==> config.mk <==
export PLATFORM = sky130hd
export DESIGN_NAME = ib32bit_pc_flat
export DESIGN_NICKNAME = d
export VERILOG_FILES = /design/src/rtl/ib32bit_pc_if.sv /design/src/rtl/ib32bit_pc.sv /design/src/flat_wrapper.sv
export SDC_FILE = /design/constraint.sdc
export NUM_CORES = 1
export LEC_CHECK = 0
export BUFFER_PORTS_ARGS = -buffer_cell sky130_fd_sc_hd__buf_4
export CORE_MARGIN = 4
export CORE_UTILIZATION = 40
export CTS_CLUSTER_DIAMETER = 100
export DETAILED_ROUTE_END_ITERATION = 8
export PLACE_DENSITY = 0.71
export SYNTH_ARGS = -nofsm -noshare
export SYNTH_HDL_FRONTEND = slang
export SYNTH_SLANG_ARGS = --single-unit
export TNS_END_PERCENT = 20
==> constraint.sdc <==
create_clock -name clk -period 1.72 [get_ports clk]
set_input_delay 0.086 -clock clk [delete_from_list [all_inputs] [get_ports clk]]
set_output_delay 0.086 -clock clk [all_outputs]
set_load 0.05 [all_outputs]
==> src/rtl/ib32bit_pc_if.sv <==
// Bus between the control/branch unit (master) and the program counter (slave).
// Carries jump/branch/stall requests in and the registered PC plus return address out.
interface ib32bit_pc_if #(
  parameter int AWIDTH = 6
);
  logic [AWIDTH-1:0] addr;
  logic              load;
  logic              branch;
  logic [AWIDTH-1:0] offset;
  logic              stall;
  logic [AWIDTH-1:0] addr_out;
  logic [AWIDTH-1:0] addr_next;
  logic              wrap;

  modport master (
    output addr, load, branch, offset, stall,
    input  addr_out, addr_next, wrap
  );

  modport slave (
    input  addr, load, branch, offset, stall,
    output addr_out, addr_next, wrap
  );
endinterface

==> src/rtl/ib32bit_pc.sv <==
// Instruction-memory program counter: hold / absolute load / relative branch / increment.
// Optional macro IB_PC_HALT_EN turns wrap-around into a saturating halt with a sticky wrap flag.
module ib32bit_pc #(
  parameter int AWIDTH = 6
) (
  input logic         clk,
  input logic         rst,
  ib32bit_pc_if.slave bus
);
  typedef logic [AWIDTH-1:0] addr_t;

  function automatic addr_t incr(input addr_t a);
    return a + addr_t'(1);
  endfunction

  function automatic logic incr_wraps(input addr_t a);
    return &a;
  endfunction

  // offset is sign-extended only here; the PC itself is unsigned, so two guard bits hold the sum.
  function automatic logic branch_ovf(input addr_t a, input addr_t off);
    logic signed [AWIDTH+1:0] s;
    s = $signed({2'b00, a}) + $signed({{2{off[AWIDTH-1]}}, off});
    return s[AWIDTH+1] | s[AWIDTH];
  endfunction

  addr_t pc_p0;
  logic  wrap_p0;
  addr_t pc_d;
  logic  wrap_d;

  always_comb begin
    pc_d   = pc_p0;
    wrap_d = 1'b0;
`ifdef IB_PC_HALT_EN
    if (bus.stall) begin
      wrap_d = wrap_p0;
    end else if (bus.load) begin
      pc_d = bus.addr;
    end else if (wrap_p0) begin
      wrap_d = 1'b1;
    end else if (bus.branch) begin
      if (branch_ovf(pc_p0, bus.offset)) begin
        wrap_d = 1'b1;
      end else begin
        pc_d = pc_p0 + bus.offset;
      end
    end else begin
      if (incr_wraps(pc_p0)) begin
        wrap_d = 1'b1;
      end else begin
        pc_d = incr(pc_p0);
      end
    end
`else
    if (bus.stall) begin
      pc_d = pc_p0;
    end else if (bus.load) begin
      pc_d = bus.addr;
    end else if (bus.branch) begin
      pc_d   = pc_p0 + bus.offset;
      wrap_d = branch_ovf(pc_p0, bus.offset);
    end else begin
      pc_d   = incr(pc_p0);
      wrap_d = incr_wraps(pc_p0);
    end
`endif
  end

  // p0: the architectural PC register
  always_ff @(posedge clk) begin
    if (rst) begin
      pc_p0   <= '0;
      wrap_p0 <= 1'b0;
    end else begin
      pc_p0   <= pc_d;
      wrap_p0 <= wrap_d;
    end
  end

  assign bus.addr_out  = pc_p0;
  assign bus.addr_next = incr(pc_p0);
  assign bus.wrap      = wrap_p0;
endmodule

==> src/flat_wrapper.sv <==
// flat-port wrapper written by rule: the top's interface ports become plain ports
module ib32bit_pc_flat 
#(
  parameter int AWIDTH = 6
)
  (clk, rst, bus_addr, bus_load, bus_branch, bus_offset, bus_stall, bus_addr_out, bus_addr_next, bus_wrap);
  ib32bit_pc_if #(.AWIDTH(AWIDTH)) bus_i ();
  input logic clk;
  input logic rst;
  input wire logic [$bits(bus_i.addr)-1:0] bus_addr;
  input wire logic [$bits(bus_i.load)-1:0] bus_load;
  input wire logic [$bits(bus_i.branch)-1:0] bus_branch;
  input wire logic [$bits(bus_i.offset)-1:0] bus_offset;
  input wire logic [$bits(bus_i.stall)-1:0] bus_stall;
  output wire logic [$bits(bus_i.addr_out)-1:0] bus_addr_out;
  output wire logic [$bits(bus_i.addr_next)-1:0] bus_addr_next;
  output wire logic [$bits(bus_i.wrap)-1:0] bus_wrap;
  assign bus_i.addr = bus_addr;
  assign bus_i.load = bus_load;
  assign bus_i.branch = bus_branch;
  assign bus_i.offset = bus_offset;
  assign bus_i.stall = bus_stall;
  assign bus_addr_out = bus_i.addr_out;
  assign bus_addr_next = bus_i.addr_next;
  assign bus_wrap = bus_i.wrap;
  ib32bit_pc #(.AWIDTH(AWIDTH)) u_core (.clk(clk), .rst(rst), .bus(bus_i));
endmodule
Word level (Yosys, flattened, before mapping)
Index checks and enable logic that the tools add are counted.
{"block": "totals", "input_bits": 17, "out_inout_bits": 13, "ff_bits": 7, "elab_cells": 11}
{"block": "classes", "n_reduce_logical": 2, "n_mux": 3, "bitwise_logic": 1, "n_addsub": 3}
{"op": "$mux W6", "count": 2}
{"op": "$add A7 B6 Y8", "count": 1}
{"op": "$add A6 B1 Y6 const B", "count": 1}
{"op": "$add A6 B6 Y6", "count": 1}
{"op": "$reduce_and A6 Y1", "count": 1}
{"op": "$reduce_or A3 Y1", "count": 1}
{"op": "$mux W1", "count": 1}
{"op": "$or A1 B1 Y1", "count": 1}

Logic depth before layout (Yosys ltp)
{"block": "logic_depth", "depth_word": 3, "ltp_mapped": 8, "depth_no_buf": 8}

Worst setup path after synthesis
Ideal clock, no wire load.
{"block": "synth_path", "path_kind": "register -> register", "startpoint": "register u_core.pc_p0[0] (netlist: u_core.bus.addr_out[0])", "endpoint": "register u_core.pc_p0[4] (netlist: u_core.bus.addr_out[4])", "path_stages_with_launch": 6, "path_slack_ps": -725, "n_path_buf": 0, "t_required_ps": 1645, "arrival_ps": 2369, "period_less_slack_ps": 2445, "setup_time_ps": 75, "cell_sequence": "dfxtp_1 ha_1 nand3_1 xnor2_1 o21ai_0 a31oi_1"}
{"block": "synth_via", "elab_chain_len": 3, "elab_cells_between_ends": 4, "classes_between": "2 x add/sub; 2 x mux"}
{"item": "from (decl)", "line": "ib32bit_pc.sv:27", "rtl": "addr_t pc_p0;"}
{"item": "from (signal assigned)", "line": "ib32bit_pc.sv:76", "rtl": "pc_p0 <= pc_d;"}
{"item": "$add A6 B1 Y6"}
{"item": "net bus_addr_next[4]", "line": "flat_wrapper.sv:16", "rtl": "output wire logic [$bits(bus_i.addr_next)-1:0] bus_addr_next;"}
{"item": "$mux W6", "line": "ib32bit_pc.sv:60", "rtl": "end else if (bus.branch) begin"}
{"item": "$mux W6", "line": "ib32bit_pc.sv:58", "rtl": "end else if (bus.load) begin"}
The timed path passes the listed nets, and every way through them passes these cells.
A chain may end at the register's enable or synchronous reset.

Worst setup path in the final report
{"block": "layout_path", "startpoint": "register u_core.pc_p0[0] (netlist: u_core.bus.addr_out[0])", "endpoint": "register u_core.pc_p0[2] (netlist: u_core.bus.addr_out[2])"}
{"block": "layout_via", "elab_chain_len": 3, "elab_cells_between_ends": 4, "classes_between": "2 x add/sub; 2 x mux"}
{"item": "$add A6 B1 Y6 / $add A6 B6 Y6 (equally long branches)", "line": "ib32bit_pc.sv:13, ib32bit_pc.sv:61"}
{"item": "$mux W6 *", "line": "ib32bit_pc.sv:60"}
{"item": "$mux W6 *", "line": "ib32bit_pc.sv:58"}
Mark *: on every way between the ends. The rest lies on a longest branch, timed or not.

==> results.txt <==
Entering global routing, the biggest net connects 15 pins. The detailed placer's ending HPWL came out at 1.62 mm. The dominant combinational cell family by area after synthesis is compound AO/OA/AOI/OAI gates. The path class of the tightest hold or removal check is input pin to register. The maximum single-stage delay on the critical path came out at 0.35 ns. The clock-pin slew on the worst setup and hold paths came out at 0.06 ns. The average instance area after synthesis came out at 7.60 sq um. The number of unique standard cell types used by synthesis came out at 30. Of the total synthesized cell area, the portion taken by XOR and XNOR cells is 0.0858. STA classifies the critical path endpoint as a register. The maximum clock skew at final layout came out at 0.00776 ns. The power density relative to cell area is 632 nW/um^2. Buffers inserted during clock tree synthesis total 3. The post-detailed-route wirelength per cell came out at 13.4 um.

The routability-driven placement congestion ratio came out at 0.764. The post-synthesis compound-gate area fraction is 0.270. The uppermost signal routing layer after detailed routing is met4. For this block, the routed nets add up to 2.06 mm of wire. The all-layer global routing usage is 0.177. The worst setup path is launched from a register.

After synthesis, the most frequently instantiated cells are 11 x inv_1, 8 x ha_1, 8 x nand2_1, 8 x nor2_1, 7 x dfxtp_1. The routed length on met3 is 116 um. The measured slew at the worst slew-check pin is 0.263 ns. The global-route wire length before repair is 3.41 mm. The number of nets handed over by synthesis was 120.

Walking the worst path, the cells encountered are ha_4, inv_1, fa_2, xor2_1, nand2_1, o21ai_1, a211o_1, a21oi_2. CTS built an H-tree with a depth of 1. TritonCTS built the clock tree. The layout filler cell count is 142. After technology mapping, the gate count stands at 94.

Setup slack on the critical path of the routed design comes to 0.0556 ns. The placeable core area came out at 1710 sq um. Based on the critical path, the design can be clocked at up to 601 MHz.

The most frequently used cell type in the post-synthesis netlist is inv_1. The worst setup path is of the register to register kind. On the critical path, the stage with the largest delay is an instance of dfxtp_4. The vias per cell came out at 5.29.

The number of buffers added on ports came out at 29. The floorplan has 15 rows. The ratio of cells with drive above 1 in the final layout came out at 0.426.

The proportion of netlist area held by the largest area contributor is 0.196. Across the run, the number of max-cap violations was 0. The minimum period implied by the final worst setup slack came out at 1.66 ns. The met1 wire length is 944 um. The effective utilization at floorplan is 0.418.

The number of antenna violations at the first check in global routing came out at 0. The met2 wirelength from detailed routing came out at 979 um. The via count of the routed design came out at 815. In this run the number of cells on the critical path is 8. The startpoint identified for the worst register-to-register timing path is u_core.bus.addr_out[0]$_SDFFE_PP0N_.

The number of I/O pins is 30. Before antenna repair, the detailed router went through 4 iterations. The clock reaches the later pin of the worst-skew pair after 0.25 ns.

The endpoint identified for the worst register-to-register timing path is u_core.bus.addr_out[2]$_SDFFE_PP0N_. The cell area after synthesis is 714 sq um. The leakage component of the power came out at 0.513 nW. The vertical extent of the die is 50.3 um.

Yosys printed 0 warnings. By area the synthesized netlist is led by dfxtp_1 20%, ha_1 14%, inv_1 5.8%, xnor2_1 4.9%, a211oi_1 4.2%. Setup slack on the worst reg-to-reg path comes out at 0.06 ns.

The first routing iteration left 17 violations. The critical path starts at u_core.bus.addr_out[0]$_SDFFE_PP0N_. The synthesized-area fraction occupied by adder cells is 0.168. The run finished with clean final reports. The share of cell area taken by muxes after synthesis is 0.0280. The number of endpoints with negative hold slack in the final report came out at 0. In the routed design, unresolved DRC markers number 0. The most used flip-flop cell after synthesis is dfxtp_1.

From left edge to right edge, the die measures 50.3 um. The async set-or-reset flop fraction in the synthesized netlist came out at 0. Yosys mapped a number of flops with a built-in enable equal to 0.

The critical path arrival came out at 1.84 ns. The die covers 2530 sq um. The net count reported at finish is 156. The maximum buffer depth of the clock tree came out at 2. Across all hold checks on the routed design, the worst slack comes to 0.0466 ns. Setup repair after global routing could not meet its margin everywhere. The final count of negative-setup-slack endpoints is 0.

The post-route fraction of the period consumed by the critical path is 0.968. The maximum fanout count along the critical path is 3. In this run the worst setup path terminates at u_core.bus.addr_out[2]$_SDFFE_PP0N_. OpenSTA, run right after detailed placement, puts the worst setup slack at 0.0377 ns. In the final layout, flip-flops and latches occupy 153 sq um. The via count of the first global-routing pass came out at 772. The cell family with the largest share of critical-path delay is compound AO/OA/AOI/OAI gates. The critical path data required time came out at 1.90 ns.

The top cell type by total area after synthesis is dfxtp_1. CTS placed an instance of clkbuf_4 at the clock tree root. The clock net sink count came out at 7. Of the synthesized area, sequential elements account for 0.196. The relative area change from synthesis to final layout is 57.1%. The depth of the worst register-to-register path came out at 8. Of the total synthesized cell area, the portion taken by AND, OR, NAND and NOR gates is 0.180. The number of nets with antenna violations after detailed routing is 0. The final max-slew violation count came out at 0. The number of inserted diodes came out at 0. The footprint of the multi-input gates came out at 623 sq um. The count of buffer and inverter cells on the critical path is 1. The maximum resistive drop on vdd is 0.329 mV.

After synthesis the netlist holds a flip-flop and latch count of 7. The total global routing overflow is 0. The worst-case headroom to the max-slew limit came out at 0.822.
how the worst min path moves through the flow:
stage          slack [ns]                                  end  start  cells after the start
5_1_grt              0.03  u_core.bus.addr_out[2]$_SDFFE_PP0N_    rst                      2
2_1_floorplan        0.15  u_core.bus.addr_out[0]$_SDFFE_PP0N_    rst                      1
3_5_place_dp         0.31  u_core.bus.addr_out[1]$_SDFFE_PP0N_    rst                      2
4_1_cts              0.04  u_core.bus.addr_out[2]$_SDFFE_PP0N_    rst                      2
6_report             0.05  u_core.bus.addr_out[2]$_SDFFE_PP0N_    rst                      2
3_3_place_gp         0.31  u_core.bus.addr_out[1]$_SDFFE_PP0N_    rst                      2
timing repair:
| item | 4_1_cts | 5_1_grt |
|---|---|---|
| pin swaps | 0 | 4 |
| endpoints found under the hold margin | 0 | 0 |
| setup buffers | 0 | 0 |
| setup endpoints to repair | 2 | 5 |
| resized for setup | 2 | 4 |
| hold buffers | 0 | 0 |
| cloned | 0 | 0 |
worst register-to-register path, stage by stage (launching register included):
cell and delay [ns]:
dfxtp_4 0.35, ha_4 0.13, inv_1 0.05, fa_2 0.34, xor2_1 0.15, nand2_1 0.08
o21ai_1 0.08, a211o_1 0.27, a21oi_2 0.13
layout by cell type (no fill, tap or decap), drive strengths merged, types with 2 or more instances in the layout:
| master | netlist | final |
|---|---|---|
| buf | 2 | 33 |
| inv | 11 | 11 |
| nor2 | 8 | 8 |
| nand2 | 8 | 8 |
| ha | 8 | 8 |
| o21ai | 7 | 7 |
| dfxtp | 7 | 7 |
| a21oi | 6 | 6 |
| a211oi | 5 | 5 |
| clkbuf | 0 | 4 |
| xnor2 | 4 | 4 |
| o211ai | 3 | 3 |
| nand3 | 3 | 3 |
| xor2 | 3 | 3 |
| nand2b | 2 | 2 |
| a31oi | 2 | 2 |
| a21o | 2 | 2 |
| mux2i | 2 | 2 |
| nor3 | 2 | 2 |
sequential cells by signal, summed over array words and instances, names as in the netlist:
register	flops
u_core.bus.addr_out	6
u_core.bus.wrap	1
metrics by stage:
stage	setup TNS, ns	utilization	total power [mW]	instances	cell area [sq um]
floorplan	-0.00962	-	0.438	94	808
global placement	0	0.631	0.550	150	1080
detailed placement	0	0.631	0.553	150	1080
CTS	0	0.651	0.712	154	1110
global route	-0.0308	0.657	0.761	154	1120
finish	0	0.657	0.709	154	1120
where the power goes:
group          switching (mW)  total, mW  internal [mW]  leakage, nW
Clock                  0.0624      0.151         0.0887       0.0150
Sequential             0.0133      0.189          0.176       0.0604
Combinational           0.221      0.369          0.148        0.438
Total                   0.297      0.709          0.412        0.513
per-layer routing:
layer / GRT usage / vias up
met4: 0.0691 / 0
li1: - / 402
met3: 0.0386 / 2
met2: 0.276 / 28
met5: 0 / -
met1: 0.234 / 383
logic make-up (layout without fill, tap and decap cells):
family,after synthesis,after routing
adders and majority gates,9,9
and+or+nand+nor,27,27
AOI/OAI and AO/OA,29,29
buffers and inverters,13,48
muxes,2,2
xor gates and xnor gates,7,7
DFF,7,7
final cells by class:
class | count | share of cell area
inverters | 11 | 0.0368
flip-flops and latches | 7 | 0.136
clock buffers | 4 | 0.0234
multi-input cells | 74 | 0.555
repair buffers | 33 | 0.221
well taps | 25 | 0.0279
Note: power is estimated with default switching activity, not from simulation.
